$ cat config.mk
export PLATFORM = sky130hd
export DESIGN_NAME = alu_bus_sequencer_flat
export DESIGN_NICKNAME = d
export VERILOG_FILES = /design/src/rtl/alu_bus_sequencer_if.sv /design/src/rtl/alu_bus_sequencer.sv /design/src/flat_wrapper.sv
export SDC_FILE = /design/constraint.sdc
export NUM_CORES = 1
export LEC_CHECK = 0
export BUFFER_PORTS_ARGS = -buffer_cell sky130_fd_sc_hd__clkbuf_2
export CAP_MARGIN = 20
export CORE_ASPECT_RATIO = 1.5
export CORE_UTILIZATION = 55
export CTS_BUF_LIST = sky130_fd_sc_hd__clkbuf_4 sky130_fd_sc_hd__clkbuf_8
export CTS_CLUSTER_DIAMETER = 80
export DETAILED_ROUTE_END_ITERATION = 8
export GPL_TIMING_DRIVEN = 1
export PLACE_DENSITY_LB_ADDON = 0.2
export SLEW_MARGIN = 20
export SYNTH_ARGS = -nofsm -noshare
export SYNTH_HDL_FRONTEND = slang
export SYNTH_SLANG_ARGS = --single-unit
export TNS_END_PERCENT = 20
$ cat constraint.sdc
create_clock -name clk -period 2 [get_ports clk]
set_clock_uncertainty 0.1 [all_clocks]
set_input_delay 0.4 -clock clk [delete_from_list [all_inputs] [get_ports clk]]
set_output_delay 0.4 -clock clk [all_outputs]
set_load 0.02 [all_outputs]
$ cat src/rtl/alu_bus_sequencer_if.sv
// alu_bus_sequencer_if: request, ALU bus and response signals of the ALU sequencer
interface alu_bus_sequencer_if;
    logic       req_valid;
    logic       req_ready;
    logic [1:0] req_op;
    logic [7:0] req_a;
    logic [7:0] req_b;
    logic [7:0] req_c;
    logic       alu_reset;
    logic       alu_begin;
    logic [1:0] alu_op_code;
    logic [7:0] alu_inbus;
    logic [7:0] alu_outbus;
    logic       alu_end;
    logic       rsp_valid;
    logic       rsp_ready;
    logic [7:0] rsp_hi;
    logic [7:0] rsp_lo;
    logic       rsp_timeout;
    logic       busy;
    modport master (
        input  req_valid, req_op, req_a, req_b, req_c, alu_outbus, alu_end, rsp_ready,
        output req_ready, alu_reset, alu_begin, alu_op_code, alu_inbus,
               rsp_valid, rsp_hi, rsp_lo, rsp_timeout, busy
    );
    modport slave (
        output req_valid, req_op, req_a, req_b, req_c, alu_outbus, alu_end, rsp_ready,
        input  req_ready, alu_reset, alu_begin, alu_op_code, alu_inbus,
               rsp_valid, rsp_hi, rsp_lo, rsp_timeout, busy
    );
endinterface

$ cat src/rtl/alu_bus_sequencer.sv
// alu_bus_sequencer: feeds one request's operands to the sequential ALU and returns its result
module alu_bus_sequencer #(
    parameter int TIMEOUT_CYCLES = 64,
    parameter int DATA_W         = 8
) (
    input logic clk,
    input logic reset,
    alu_bus_sequencer_if.master bus
);
    typedef enum logic [2:0] {IDLE, START, LOAD, WAIT, ABORT, HOLD} state_t;
    state_t            state_q, state_d;
    logic [1:0]        op_q, op_d, k_q, k_d;
    logic [DATA_W-1:0] a_q, a_d, b_q, b_d, c_q, c_d, prev_q, prev_d;
    logic [DATA_W-1:0] hi_q, hi_d, lo_q, lo_d;
    logic [7:0]        wd_q, wd_d;
    logic              to_q, to_d;
    always_ff @(posedge clk) begin
        if (reset) begin
            state_q <= IDLE;
            op_q    <= '0;
            k_q     <= '0;
            a_q     <= '0;
            b_q     <= '0;
            c_q     <= '0;
            prev_q  <= '0;
            hi_q    <= '0;
            lo_q    <= '0;
            wd_q    <= '0;
            to_q    <= 1'b0;
        end else begin
            state_q <= state_d;
            op_q    <= op_d;
            k_q     <= k_d;
            a_q     <= a_d;
            b_q     <= b_d;
            c_q     <= c_d;
            prev_q  <= prev_d;
            hi_q    <= hi_d;
            lo_q    <= lo_d;
            wd_q    <= wd_d;
            to_q    <= to_d;
        end
    end
    always_comb begin
        state_d = state_q;
        op_d    = op_q;
        k_d     = k_q;
        a_d     = a_q;
        b_d     = b_q;
        c_d     = c_q;
        prev_d  = prev_q;
        hi_d    = hi_q;
        lo_d    = lo_q;
        wd_d    = wd_q;
        to_d    = to_q;
        unique case (state_q)
            IDLE: if (bus.req_valid) begin
                op_d    = bus.req_op;
                a_d     = bus.req_a;
                b_d     = bus.req_b;
                c_d     = bus.req_c;
                state_d = START;
            end
            START: begin
                k_d     = '0;
                state_d = LOAD;
            end
            LOAD: begin
                k_d = k_q + 2'd1;
                if (k_q == (op_q == 2'b11 ? 2'd2 : 2'd1)) begin
                    wd_d    = '0;
                    state_d = WAIT;
                end
            end
            WAIT: begin
                prev_d = bus.alu_outbus;
                wd_d   = wd_q + 8'd1;
                // The ALU presents A one cycle before END and Q on the END cycle
                if (bus.alu_end) begin
                    hi_d    = op_q[1] ? prev_q : '0;
                    lo_d    = bus.alu_outbus;
                    to_d    = 1'b0;
                    state_d = HOLD;
                end else if (wd_q == 8'(TIMEOUT_CYCLES - 1)) begin
                    state_d = ABORT;
                end
            end
            ABORT: begin
                hi_d    = '0;
                lo_d    = '0;
                to_d    = 1'b1;
                state_d = HOLD;
            end
            HOLD: if (bus.rsp_ready) begin
                to_d    = 1'b0;
                state_d = IDLE;
            end
            default: state_d = IDLE;
        endcase
    end
    assign bus.req_ready   = state_q == IDLE;
    assign bus.busy        = state_q != IDLE;
    assign bus.alu_reset   = reset | (state_q == ABORT);
    assign bus.alu_begin   = state_q == START;
    assign bus.alu_op_code = state_q == IDLE ? 2'b00 : op_q;
    assign bus.alu_inbus   = state_q != LOAD ? '0 : k_q == 2'd0 ? a_q : k_q == 2'd1 ? b_q : c_q;
    assign bus.rsp_valid   = state_q == HOLD;
    assign bus.rsp_hi      = hi_q;
    assign bus.rsp_lo      = lo_q;
    assign bus.rsp_timeout = to_q;
endmodule

$ cat src/flat_wrapper.sv
// flat-port wrapper written by rule: the top's interface ports become plain ports
module alu_bus_sequencer_flat 
#(
    parameter int TIMEOUT_CYCLES = 64,
    parameter int DATA_W         = 8
)
  (clk, reset, bus_req_valid, bus_req_op, bus_req_a, bus_req_b, bus_req_c, bus_alu_outbus, bus_alu_end, bus_rsp_ready, bus_req_ready, bus_alu_reset, bus_alu_begin, bus_alu_op_code, bus_alu_inbus, bus_rsp_valid, bus_rsp_hi, bus_rsp_lo, bus_rsp_timeout, bus_busy);
  alu_bus_sequencer_if bus_i ();
  input logic clk;
  input logic reset;
  input wire logic [$bits(bus_i.req_valid)-1:0] bus_req_valid;
  input wire logic [$bits(bus_i.req_op)-1:0] bus_req_op;
  input wire logic [$bits(bus_i.req_a)-1:0] bus_req_a;
  input wire logic [$bits(bus_i.req_b)-1:0] bus_req_b;
  input wire logic [$bits(bus_i.req_c)-1:0] bus_req_c;
  input wire logic [$bits(bus_i.alu_outbus)-1:0] bus_alu_outbus;
  input wire logic [$bits(bus_i.alu_end)-1:0] bus_alu_end;
  input wire logic [$bits(bus_i.rsp_ready)-1:0] bus_rsp_ready;
  output wire logic [$bits(bus_i.req_ready)-1:0] bus_req_ready;
  output wire logic [$bits(bus_i.alu_reset)-1:0] bus_alu_reset;
  output wire logic [$bits(bus_i.alu_begin)-1:0] bus_alu_begin;
  output wire logic [$bits(bus_i.alu_op_code)-1:0] bus_alu_op_code;
  output wire logic [$bits(bus_i.alu_inbus)-1:0] bus_alu_inbus;
  output wire logic [$bits(bus_i.rsp_valid)-1:0] bus_rsp_valid;
  output wire logic [$bits(bus_i.rsp_hi)-1:0] bus_rsp_hi;
  output wire logic [$bits(bus_i.rsp_lo)-1:0] bus_rsp_lo;
  output wire logic [$bits(bus_i.rsp_timeout)-1:0] bus_rsp_timeout;
  output wire logic [$bits(bus_i.busy)-1:0] bus_busy;
  assign bus_i.req_valid = bus_req_valid;
  assign bus_i.req_op = bus_req_op;
  assign bus_i.req_a = bus_req_a;
  assign bus_i.req_b = bus_req_b;
  assign bus_i.req_c = bus_req_c;
  assign bus_i.alu_outbus = bus_alu_outbus;
  assign bus_i.alu_end = bus_alu_end;
  assign bus_i.rsp_ready = bus_rsp_ready;
  assign bus_req_ready = bus_i.req_ready;
  assign bus_alu_reset = bus_i.alu_reset;
  assign bus_alu_begin = bus_i.alu_begin;
  assign bus_alu_op_code = bus_i.alu_op_code;
  assign bus_alu_inbus = bus_i.alu_inbus;
  assign bus_rsp_valid = bus_i.rsp_valid;
  assign bus_rsp_hi = bus_i.rsp_hi;
  assign bus_rsp_lo = bus_i.rsp_lo;
  assign bus_rsp_timeout = bus_i.rsp_timeout;
  assign bus_busy = bus_i.busy;
  alu_bus_sequencer #(.TIMEOUT_CYCLES(TIMEOUT_CYCLES), .DATA_W(DATA_W)) u_core (.clk(clk), .reset(reset), .bus(bus_i));
endmodule
==> results.txt, run 1 <==
The worst endpoint data arrival time came out at 1.53 ns. The analysis attributes to net switching a power of 1.02 mW. Relative to the synthesized area, the layout overhead comes to 24.3%. The number of clock sinks seen by CTS is 64. For flop-to-flop paths, the worst setup slack is 0.19 ns. Derived from the worst setup path, the maximum achievable clock frequency is 0.493 GHz.

The most used flip-flop cell after synthesis is sky130_fd_sc_hd__dfxtp_1. The worst path required time is roughly 1.5 ns. The global-route wire length before repair came out at just over 10000 um. The synthesized area is 2790 um2. The share of total power consumed by net switching is 32.3%. The source-to-sink clock delay at the later pin of the worst-skew pair came out at roughly 0.33 ns. The number of distinct standard cells referenced by the synthesized netlist came out at 45. In this run, synthesis inferred 0 flip-flops with an integrated enable. The root buffer cell chosen for the clock tree is sky130_fd_sc_hd__clkbuf_8.

The detailed placer's ending HPWL is 4770 um. The final number of hold-violating endpoints came out at 0. The checks that failed: setup timing.

The number of antenna cells inserted is 0. Signal routing reaches up to met4. The power per cell area came out at 914 nW/um2. The worst setup margin came out at -0.0286 ns. The number of top-level design ports came out at 71. The combined flip-flop and latch cell area came out at 1290 um2. The startpoint of the worst hold path is bus_req_a[5]. The wire length after detailed routing came out at 6580 um. Along the worst path, the maximum fanout reaches 8. Across the VDD grid, the largest voltage drop is 0.700 mV. The number of max-cap violations came out at 0. The wire length on met2 came out at about 3400 um. The post-synthesis register bit count is 64. TritonCTS built the clock tree. The detailed-routed wire length on met3 is 278 um. The number of nets with antenna violations after detailed routing is 0.

The layout filler cell count is 416. The shortest clock period the worst path allows after layout is 2.03 ns. The startpoint identified for the worst register-to-register timing path is u_core.wd_q[0]. The number of buffers inserted by hold repair at cts came out at 0. The category of the most critical setup path is reg -> out.

The worst relative slew slack is 74.5%. The number of warning messages in the yosys log came out at 0. In the routed layout, each cell is associated on average with a via count of about 5.4. With fillers left out, the area of the finished cells amounts to 3460 um2. The post-synthesis async set-or-reset flop share came out at 0%. CTS built an H-tree with a depth of 3.

The total clock buffers created by CTS is 9. The placed instances occupy a cell area of roughly 3200 um2. The number of detailed-route iterations in the first pass is 4. The sum of routed wire segments on met1 is approximately 2700 um. For the worst flop-to-flop path, the logic depth is 5. The die span in y came out at 89.2 um. The count of standard-cell rows is 31. The standby leakage power came out at 1.43 nW. The number of DRC markers after the initial detailed-route iteration is 123. The area taken by multi-input logic gates is between 1000 and 1500 um2. The floorplan step defined a core boundary enclosing approximately 4800 um2. A synthesized cell averages 8.12 um2. STA classifies the critical path endpoint as a primary output. Setup repair after global routing could not meet its margin everywhere. The worst hold path was traced through 3 stages. The fraction of the core area covered by cells at the end of the flow is 71.4%. The internal power contribution is 2.14 mW. The cell count after synthesis came out at about 340. For hold timing, the worst endpoint is u_core.a_q[5]. Leaving out fill and tap cells, the most frequent cell in the layout is sky130_fd_sc_hd__nand2_1. The total overflow left after global routing is 0. STA classifies the critical path startpoint as a register. For the pin with the worst max-slew slack, the measured transition is between 0.3 and 0.4 ns. Clock-pin slew was measured on the worst setup and hold paths at 0.07 ns. From left edge to right edge, the die measures 60.1 um. The final period utilization is 101%. The critical path starts at u_core.k_q[1].

The number of pins exceeding their max-slew limit in the final report came out at 0. The number of global-route vias before repair was between 2000 and 2500. The number of antenna violations at the first check in global routing is 0.

The final route contains 2630 vias. The number of nets in the synthesized netlist is just under 400. The effective utilization at floorplan is 57.5%.

Per report_power, the clock group accounts for between 30% and 40% of the total. The path class of the tightest hold or removal check is in -> reg. The share of post-route cells with drive strength above 1 is 29.9%. Across all hold checks on the routed design, the worst slack comes to around 0.18 ns. The flow ran to the end, but the final reports show violations. In the layout the commonest cells are sky130_fd_sc_hd__nand2_1 (75), sky130_fd_sc_hd__clkbuf_2 (63), sky130_fd_sc_hd__dfxtp_1 (62).

The final setup violation count is 8. The proportion of synthesized chip area in sequential cells came out at a little under half. The sequential cell fraction of total power is 45.7%. The port buffer count is 70. At the end of routability-driven placement, the weighted congestion stood at 0.801. The clock passes through at most 2 buffers. Entering global routing, the biggest net connects 34 pins. In the routed design, unresolved DRC markers number 0. The floorplan die area came out at 5360 um2. The routed wire length per instance came out at 13.5 um. Combinational cells account for around a quarter of the total power. The layout net count is 460. The endpoint of the most critical register-to-register path is u_core.state_q[0]. The overall track demand over capacity in global routing is ~26%.
timing repair:
action                     4_1_cts  5_1_grt
gates cloned                     0        0
setup endpoints to repair        9        9
hold endpoints to repair         0        0
gates resized for setup         11       16
pin swaps                        1        1
buffers inserted                 2        0
cell usage after synthesis, types with 5 or more instances:
cell                       count  share of area (%)
sky130_fd_sc_hd__a32o_1        7                2.5
sky130_fd_sc_hd__a31o_2        6                1.9
sky130_fd_sc_hd__nand2_1      75                 10
sky130_fd_sc_hd__a21oi_1      57                 10
sky130_fd_sc_hd__buf_4         5                1.3
sky130_fd_sc_hd__inv_1         5               0.67
sky130_fd_sc_hd__nor2_1       35                4.7
sky130_fd_sc_hd__clkbuf_1     12                1.6
sky130_fd_sc_hd__mux2i_1      10                3.6
sky130_fd_sc_hd__dfxtp_1      64                 46
sky130_fd_sc_hd__nor3_1       14                2.5
sequential cells by signal, summed over array words and instances, names as in the netlist:
name and flops:
u_core.a_q 8, u_core.b_q 8, u_core.bus.rsp_hi 8, u_core.bus.rsp_lo 8, u_core.c_q 8, u_core.prev_q 8
u_core.wd_q 8, u_core.state_q 3, u_core.k_q 2, u_core.op_q 2, u_core.bus.rsp_timeout 1
power by group through the flow:
stage	registers [mW]	logic, mW	clock network [mW]
floorplan	1.48	0.484	0
global placement	1.47	0.695	0
detailed placement	1.47	0.711	0
CTS	1.45	0.743	0.980
global route	1.46	0.829	1.05
finish	1.45	0.754	0.964
routing by layer:
metal,global-route usage [%],vias up
met3,4.63,17
met5,0,-
met1,27.1,1201
met4,15.6,0
met2,46.2,81
li1,-,1331
worst max-delay path by stage:
stage | end | slack (ns) | cells after the start
3_3_place_gp | bus_alu_inbus[2] | 0.03 | 6
5_1_grt | bus_alu_inbus[4] | -0.13 | 7
2_1_floorplan | bus_alu_inbus[5] | 0.07 | 6
4_1_cts | bus_alu_inbus[7] | -0.03 | 7
6_report | bus_alu_inbus[2] | -0.03 | 7
3_5_place_dp | bus_alu_inbus[6] | -0.004 | 6
worst max-delay path: stages (launching register included):
cell                      delay [ns]
sky130_fd_sc_hd__dfxtp_2        0.32
sky130_fd_sc_hd__inv_2          0.06
sky130_fd_sc_hd__ha_4           0.22
sky130_fd_sc_hd__mux2i_2        0.24
sky130_fd_sc_hd__nor2_2         0.05
sky130_fd_sc_hd__a21oi_2        0.09
sky130_fd_sc_hd__nor2_1         0.04
sky130_fd_sc_hd__buf_4          0.15
through the flow:
step	std cells	TNS [ns]	total power, mW	worst slack, ns
final	488	-0.159	3.17	-0.0286
after CTS	488	-0.167	3.17	-0.0328
after global placement	471	0	2.17	0.0335
after floorplan	343	0	1.96	0.0682
after detailed placement	471	-0.00526	2.19	-0.00420
after global routing	488	-0.855	3.34	-0.128
logic make-up (layout without fill, tap and decap cells):
group	after synthesis	after routing	share of synthesized area (%)
flops	64	64	46.0
buf+inv	29	108	5.03
mux	10	10	3.59
fa+ha+maj	3	3	1.35
simple gates	155	155	25.8
compound gates	82	82	18.2
layout make-up:
type	instances	share of cell area [%]
repair buffers	88	14.6
well taps	66	2.38
clock inverters	5	0.975
flip-flops and latches	64	37.1
multi-input cells	250	40.4
clock buffers	10	3.97
inverters	5	0.542
Note: power is estimated with default switching activity, not from simulation.
==> run 2, diff against run 1 <==
CORE_ASPECT_RATIO = 1.4   (was 1.5)
==> results.txt, run 2 (synthesized netlist as in run 1, its figures left out) <==
The final setup violation count is 8. The standard cell with the maximum stage delay on the critical path is sky130_fd_sc_hd__dfxtp_2. The instance count after placement with tap cells included is 470. The effective utilization at floorplan came out at 57.5%.

In this run the vertical extent of the chip is 86.2 um. The maximum clock rate came out at roughly 0.5 GHz. 71 I/O pins were placed. The number of vias in the routed layout came out at ~2600. The wire length on met2 is around 3400 um.

The maximum vdd ir drop came out at roughly 0.61 mV. In this run the number of H-tree levels came out at 3. The floorplan step set the die width to about 62 um. The number of global-route vias before repair is 2494. The class of the tightest hold or removal check is in -> reg.

For the pin with the worst max-slew slack, the measured transition is 0.359 ns. The number of max-cap violations is 0. TritonCTS built the clock tree. The final instance area came out at about 3500 um2. Setup repair after global routing could not meet its margin everywhere. The clock network burns a little over a third of the power.

The sequential cell fraction of total power is 42.4%. The placement-stage cell area is 3220 um2. The number of antenna violations at the first check in global routing came out at 0. In this run the remaining antenna-violating nets after routing total 0.

The global-route wire length before repair came out at 10900 um. The library cell used most frequently in the layout, excluding fill and tap cells, is sky130_fd_sc_hd__nand2_1. The top cell types in the final layout, fill and taps aside, are sky130_fd_sc_hd__nand2_1 (75), sky130_fd_sc_hd__clkbuf_2 (63), sky130_fd_sc_hd__dfxtp_1 (61). The worst relative slew slack came out at 75.7%.

The region available for standard cell placement spans 4840 um2. The number of pins exceeding their max-slew limit in the final report came out at 0. Clock tree synthesis found a total of 64 sinks.

The flow ran to the end, but the final reports show violations. The overall power of the completed layout came out at 3.43 mW. The port buffer count came out at 70.

Hold timing on the final database bottoms out at a slack of 0.173 ns. In the final timing run, aggregate negative setup slack is -0.227 ns. After detailed routing, the number of vias per cell comes to 5.35. Counting stages on the worst path, the most repeated cell is sky130_fd_sc_hd__nor2_1. The worst path required time is 1.50 ns. The final number of hold-violating endpoints came to 0. In the final routed layout, each cell accounts on average for 13.6 um.

The final period utilization came out at 102%. The logic gate share of total power came out at 21.4%. The internal power contribution came out at about 2.4 mW. Relative to the synthesized area, the layout overhead comes to 25.4%. The number of DRC markers after the initial detailed-route iteration came out at 115. The type of origin of the critical path is a register. The shortest clock period the worst path allows after layout is 2.04 ns. Summed over all layers, the global routing overflow is 0. The number of buffers on the longest clock path is 2. The standby leakage power came out at 1.45 nW. The count of non-filler cells in the finished layout is 487.

The category of the most critical setup path is reg -> out. The floorplan die area is 5360 um2. Counting instances, the worst hold path has a depth of 3. The sum of routed wire segments on met1 is 2720 um. The share of post-route cells with drive strength above 1 is 29.8%.

The worst endpoint data arrival time came out at 1.54 ns. In this run, post-CTS hold repair placed 0 buffers. The clock edge transition at the registers on the reported setup and hold paths is ~0.08 ns. Traced cell by cell, the critical path runs through inv_2 -> ha_4 -> mux2i_1 -> nor2_1 -> a21oi_1 -> nor2_1 -> buf_4. The pin count of the biggest net entering global routing came out at 27. The source-to-sink clock delay at the later pin of the worst-skew pair is 0.34 ns. At the placement stage, the worst setup path has a slack of -0.00767 ns.

The wire length after detailed routing came out at approximately 6600 um. The worst setup path is captured at a primary output. The checks that failed: setup timing. Along the worst path, the maximum fanout reaches 8. The number of cells traversed by the worst register-to-register path came out at 5. Dividing total power by cell area gives a power density of 982 nW/um2. The number of detailed-route iterations in the first pass is 4. The detailed-routed wire length on met3 is 289 um.

At the end of routability-driven placement, the weighted congestion stood at 0.813. The share of total power consumed by net switching came out at 30.6%. For this run, the post-layout net count is 460.

0 antenna diodes ended up in the layout. The initialized floorplan defines 30 standard-cell rows. For this run, design rule violations remaining after detail routing come to 0. The cell sitting at the root of the clock tree is a sky130_fd_sc_hd__clkbuf_8.

The worst setup margin came out at -0.0368 ns. TritonCTS created 9 clock buffers. The detailed placer's ending HPWL is ~4700 um.

The largest stage delay on the critical path came out at roughly 0.33 ns. The fraction of the core area covered by cells at the end of the flow is 72.2%. The switching component of the power is 1.05 mW. Signal routing reaches up to met4. In the global route stage, overall resource usage came out at about a quarter.
run 2: cell types whose count changed in the layout (fill, tap and decap cells not counted), sizes merged:
cell / previous run / this run
clkinvlp: 2 / 1
bufinv: 0 / 2
clkinv: 3 / 2
clkbuf: 73 / 72
inv: 5 / 7
run 2: power by group through the flow:
| stage | sequential [mW] | combinational (mW) | clock (mW) |
|---|---|---|---|
| CTS | 1.45 | 0.734 | 1.26 |
| global placement | 1.48 | 0.696 | 0 |
| detailed placement | 1.48 | 0.711 | 0 |
| global route | 1.47 | 0.810 | 1.31 |
| finish | 1.45 | 0.734 | 1.24 |
| floorplan | 1.48 | 0.484 | 0 |
run 2: area by class of cell:
class	count	area, um2
fillers	383	1350
clock buffers	9	124
repair buffers	88	497
flip-flops and latches	64	1290
multi-input cells	250	1390
clock inverters	7	103
well taps	64	80.1
inverters	5	18.8
run 2: final timing paths:
check | from | to | slack (ns)
max | u_core.k_q[1] | bus_alu_inbus[0] | -0.04
min | bus_req_c[5] | u_core.c_q[5] | 0.17
min reg2reg | u_core.prev_q[7] | u_core.prev_q[7] | 0.36
max reg2reg | u_core.wd_q[0] | u_core.state_q[0] | 0.18
run 2: critical path, delay by kind of cell (launching register included):
kind	cells	cell delay, ns
compound gates	1	0.11
flops	1	0.33
fa+ha+maj	1	0.22
buf+inv	2	0.22
mux	1	0.21
simple gates	2	0.10
run 2: metal layers:
layer,vias to the layer above,GRT usage [%]
met5,-,0
met4,0,14.0
met3,13,5.53
met2,77,48.3
met1,1182,27.8
li1,1333,-
run 2: timing repair:
| action | in CTS | in global routing |
|---|---|---|
| hold endpoints to repair | 0 | 0 |
| pin swaps | 1 | 0 |
| buffers inserted | 1 | 0 |
| resized for setup | 12 | 9 |
| endpoints found under the setup margin | 9 | 10 |
| gates cloned | 0 | 0 |
==> run 3, diff against run 2 <==
CORE_ASPECT_RATIO = 1.1   (was 1.4)
==> results.txt, run 3 (synthesized netlist as in run 1, its figures left out) <==
For this run, the top clock speed supported by timing is just under 0.5 GHz. In this run the power density over the cells is roughly 950 nW/um2. The share of total power consumed by net switching is 30.4%.

The library cell used most frequently in the layout, excluding fill and tap cells, is sky130_fd_sc_hd__nand2_1. The transition time of the tightest slew-check pin came out at 0.449 ns. The area of the core region is 4750 um2. The effective utilization at floorplan came out at 58.7%.

The total clock buffers created by CTS came out at 9. On the final layout, the worst hold slack is 0.178 ns. The type of origin of the critical path is a register. The clock root buffer is sky130_fd_sc_hd__clkbuf_8.

The worst register-to-register path ends at u_core.wd_q[7]. The first routing iteration left 135 violations. The final number of hold-violating endpoints was 0. The library cells used most frequently in the layout, excluding fill and tap cells, are sky130_fd_sc_hd__nand2_1 (75), sky130_fd_sc_hd__clkbuf_2 (65), sky130_fd_sc_hd__dfxtp_1 (61). Compared with the post-synthesis result, the final layout area differs by 24.7%.

CTS built an H-tree with a depth of 3. The count of standard-cell rows came out at 26. The clock edge transition at the registers on the reported setup and hold paths came out at 0.07 ns. The maximum vdd ir drop is 0.516 mV. Measured along the y axis, the die boundary spans 76.7 um.

The number of pins exceeding their max-slew limit in the final report was 0. The floorplan step set the die width to 69.9 um. The number of global-route vias before repair came out at 2449. The worst register-to-register path has a setup slack of 0.24 ns. The fraction of the core area covered by cells at the end of the flow is approximately 73%.

The final reports fail on setup timing. The share of total power dissipated in sequential elements is roughly 44%. The number of clock sinks seen by CTS is 64. In this run, post-CTS hold repair placed 0 buffers. The worst endpoint data arrival time is 1.56 ns. The number of max-cap violations came out at 0. In this run the worst hold path is classified as in -> reg. The number of detailed-route iterations in the first pass came out at 4. The peak fanout along the critical path came out at 16. The final setup violation count is 8. Summed over all layers, the routed wires come to 6430 um.

The capturing element type of the critical path is a primary output. The overall power of the completed layout is 3.30 mW. Port buffering added 70 buffers. The final weighted congestion in routability-driven placement is 0.844. The layout net count came out at 459. The most critical setup path has its startpoint at u_core.k_q[0]. In the post-route analysis, the smallest setup slack over all paths is -0.0635 ns.

The worst relative slew slack is 69.9%. For this run, design rule violations remaining after detail routing come to 0. The pin count of the biggest net entering global routing is 35. The global-route wire length before repair is 10800 um. Detailed placement finished with a half-perimeter wire length of 4540 um. The number of top-level design ports is between 70 and 80.

The critical path in this run is classified as reg -> out. The shortest clock period the worst path allows after layout came out at 2.06 ns. The floorplan die area came out at roughly 5400 um2. The overall track demand over capacity in global routing came out at 25.0%. The final total negative setup slack came out at -0.380 ns. The number of buffers on the longest clock path is 2.

The number of antenna cells inserted is 0. The source-to-sink clock delay at the later pin of the worst-skew pair came out at 0.33 ns. The routed wire length per instance is 13.5 um. The worst setup path endpoint is bus_alu_inbus[3]. TritonCTS built the clock tree. The number of cells traversed by the worst register-to-register path is 5. The number of vias in the routed layout is 2598. Setup repair after global routing could not meet its margin everywhere. The count of non-filler cells in the finished layout came out at approximately 480. The standby leakage power is between 1 and 1.5 nW. The instance count after placement with tap cells included is 461. The startpoint identified for the worst register-to-register timing path is u_core.state_q[0]. The layout filler cell count is a little under 400. Of the total power, combinational logic draws 22.4%. The flow ran to the end, but the final reports show violations. The leftover overflow at the end of global routing came out at 0. The switching component of the power came out at between 1 and 1.5 mW. The share of post-route cells with drive strength above 1 came out at 29.6%. Data on the critical path is required at its endpoint by 1.50 ns.

The number of nets with antenna violations after detailed routing came out at 0. The via density per instance is 5.44. The internal power contribution is 2.29 mW.

The number of antenna violations at the first check in global routing came to 0. The final period utilization came out at 103%. The clock network fraction of total power is 33.5%.
[run 3: cell count changes in the layout (fill, tap and decap cells not counted), moves of 2 or more]
cell / change
sky130_fd_sc_hd__inv_6: -2
sky130_fd_sc_hd__clkbuf_2: +2
sky130_fd_sc_hd__clkinv_2: +2
sky130_fd_sc_hd__buf_4: -2
sky130_fd_sc_hd__buf_2: -2
[run 3: layout make-up]
type                            count  area (um2)  area share [%]
Inverter                            5        21.3           0.612
Clock inverter                      5        56.3            1.62
Timing Repair Buffer               87         502            14.4
Tap cell                           56        70.1            2.02
Clock buffer                       11         145            4.18
Multi-Input combinational cell    250        1390            40.0
Sequential cell                    64        1290            37.1
[run 3: power groups by stage]
stage	logic (mW)	clock network, mW	registers, mW
after floorplan	0.484	0	1.48
after global placement	0.698	0	1.47
after detailed placement	0.709	0	1.48
after CTS	0.729	1.13	1.45
after global routing	0.820	1.19	1.46
final	0.739	1.10	1.46
[run 3: what timing repair did]
| action | 4_1_cts | 5_1_grt |
|---|---|---|
| pin swaps | 0 | 1 |
| buffers inserted | 0 | 1 |
| endpoints found under the setup margin | 9 | 10 |
| gates resized for setup | 11 | 11 |
[run 3: per-stage QoR]
step / setup slack, ns / instance area, um2
3_3_place_gp: 0.0430 / 3220
6_report: -0.0635 / 3480
2_1_floorplan: 0.0682 / 2790
5_1_grt: -0.174 / 3480
4_1_cts: -0.0722 / 3450
3_5_place_dp: -0.0231 / 3220
[run 3: worst min-delay path by stage]
stage,startpoint,endpoint,slack (ns),depth (start not counted)
finish,bus_req_b[4],u_core.b_q[4],0.18,3
floorplan,u_core.c_q[0],u_core.c_q[0],0.34,2
global placement,u_core.prev_q[7],u_core.prev_q[7],0.34,2
detailed placement,u_core.c_q[0],u_core.c_q[0],0.35,2
CTS,bus_req_b[4],u_core.b_q[4],0.17,3
global route,bus_req_c[5],u_core.c_q[5],0.18,3
[run 3: worst max-delay path, stage by stage (launching register included)]
cell and delay [ns]:
sky130_fd_sc_hd__dfxtp_4 0.38, sky130_fd_sc_hd__inv_1 0.05, sky130_fd_sc_hd__ha_1 0.19, sky130_fd_sc_hd__buf_6 0.15, sky130_fd_sc_hd__nor2_1 0.14, sky130_fd_sc_hd__a21oi_2 0.05, sky130_fd_sc_hd__nor2_1 0.09, sky130_fd_sc_hd__clkbuf_2 0.17
[run 3: layer usage]
metal | share of wire, % | up-vias | GRT usage, %
met5 | 0 | - | 0
met4 | 1.6 | 0 | 13.0
met3 | 4.6 | 11 | 4.34
met2 | 49 | 72 | 42.5
met1 | 45 | 1176 | 30.2
li1 | - | 1339 | -
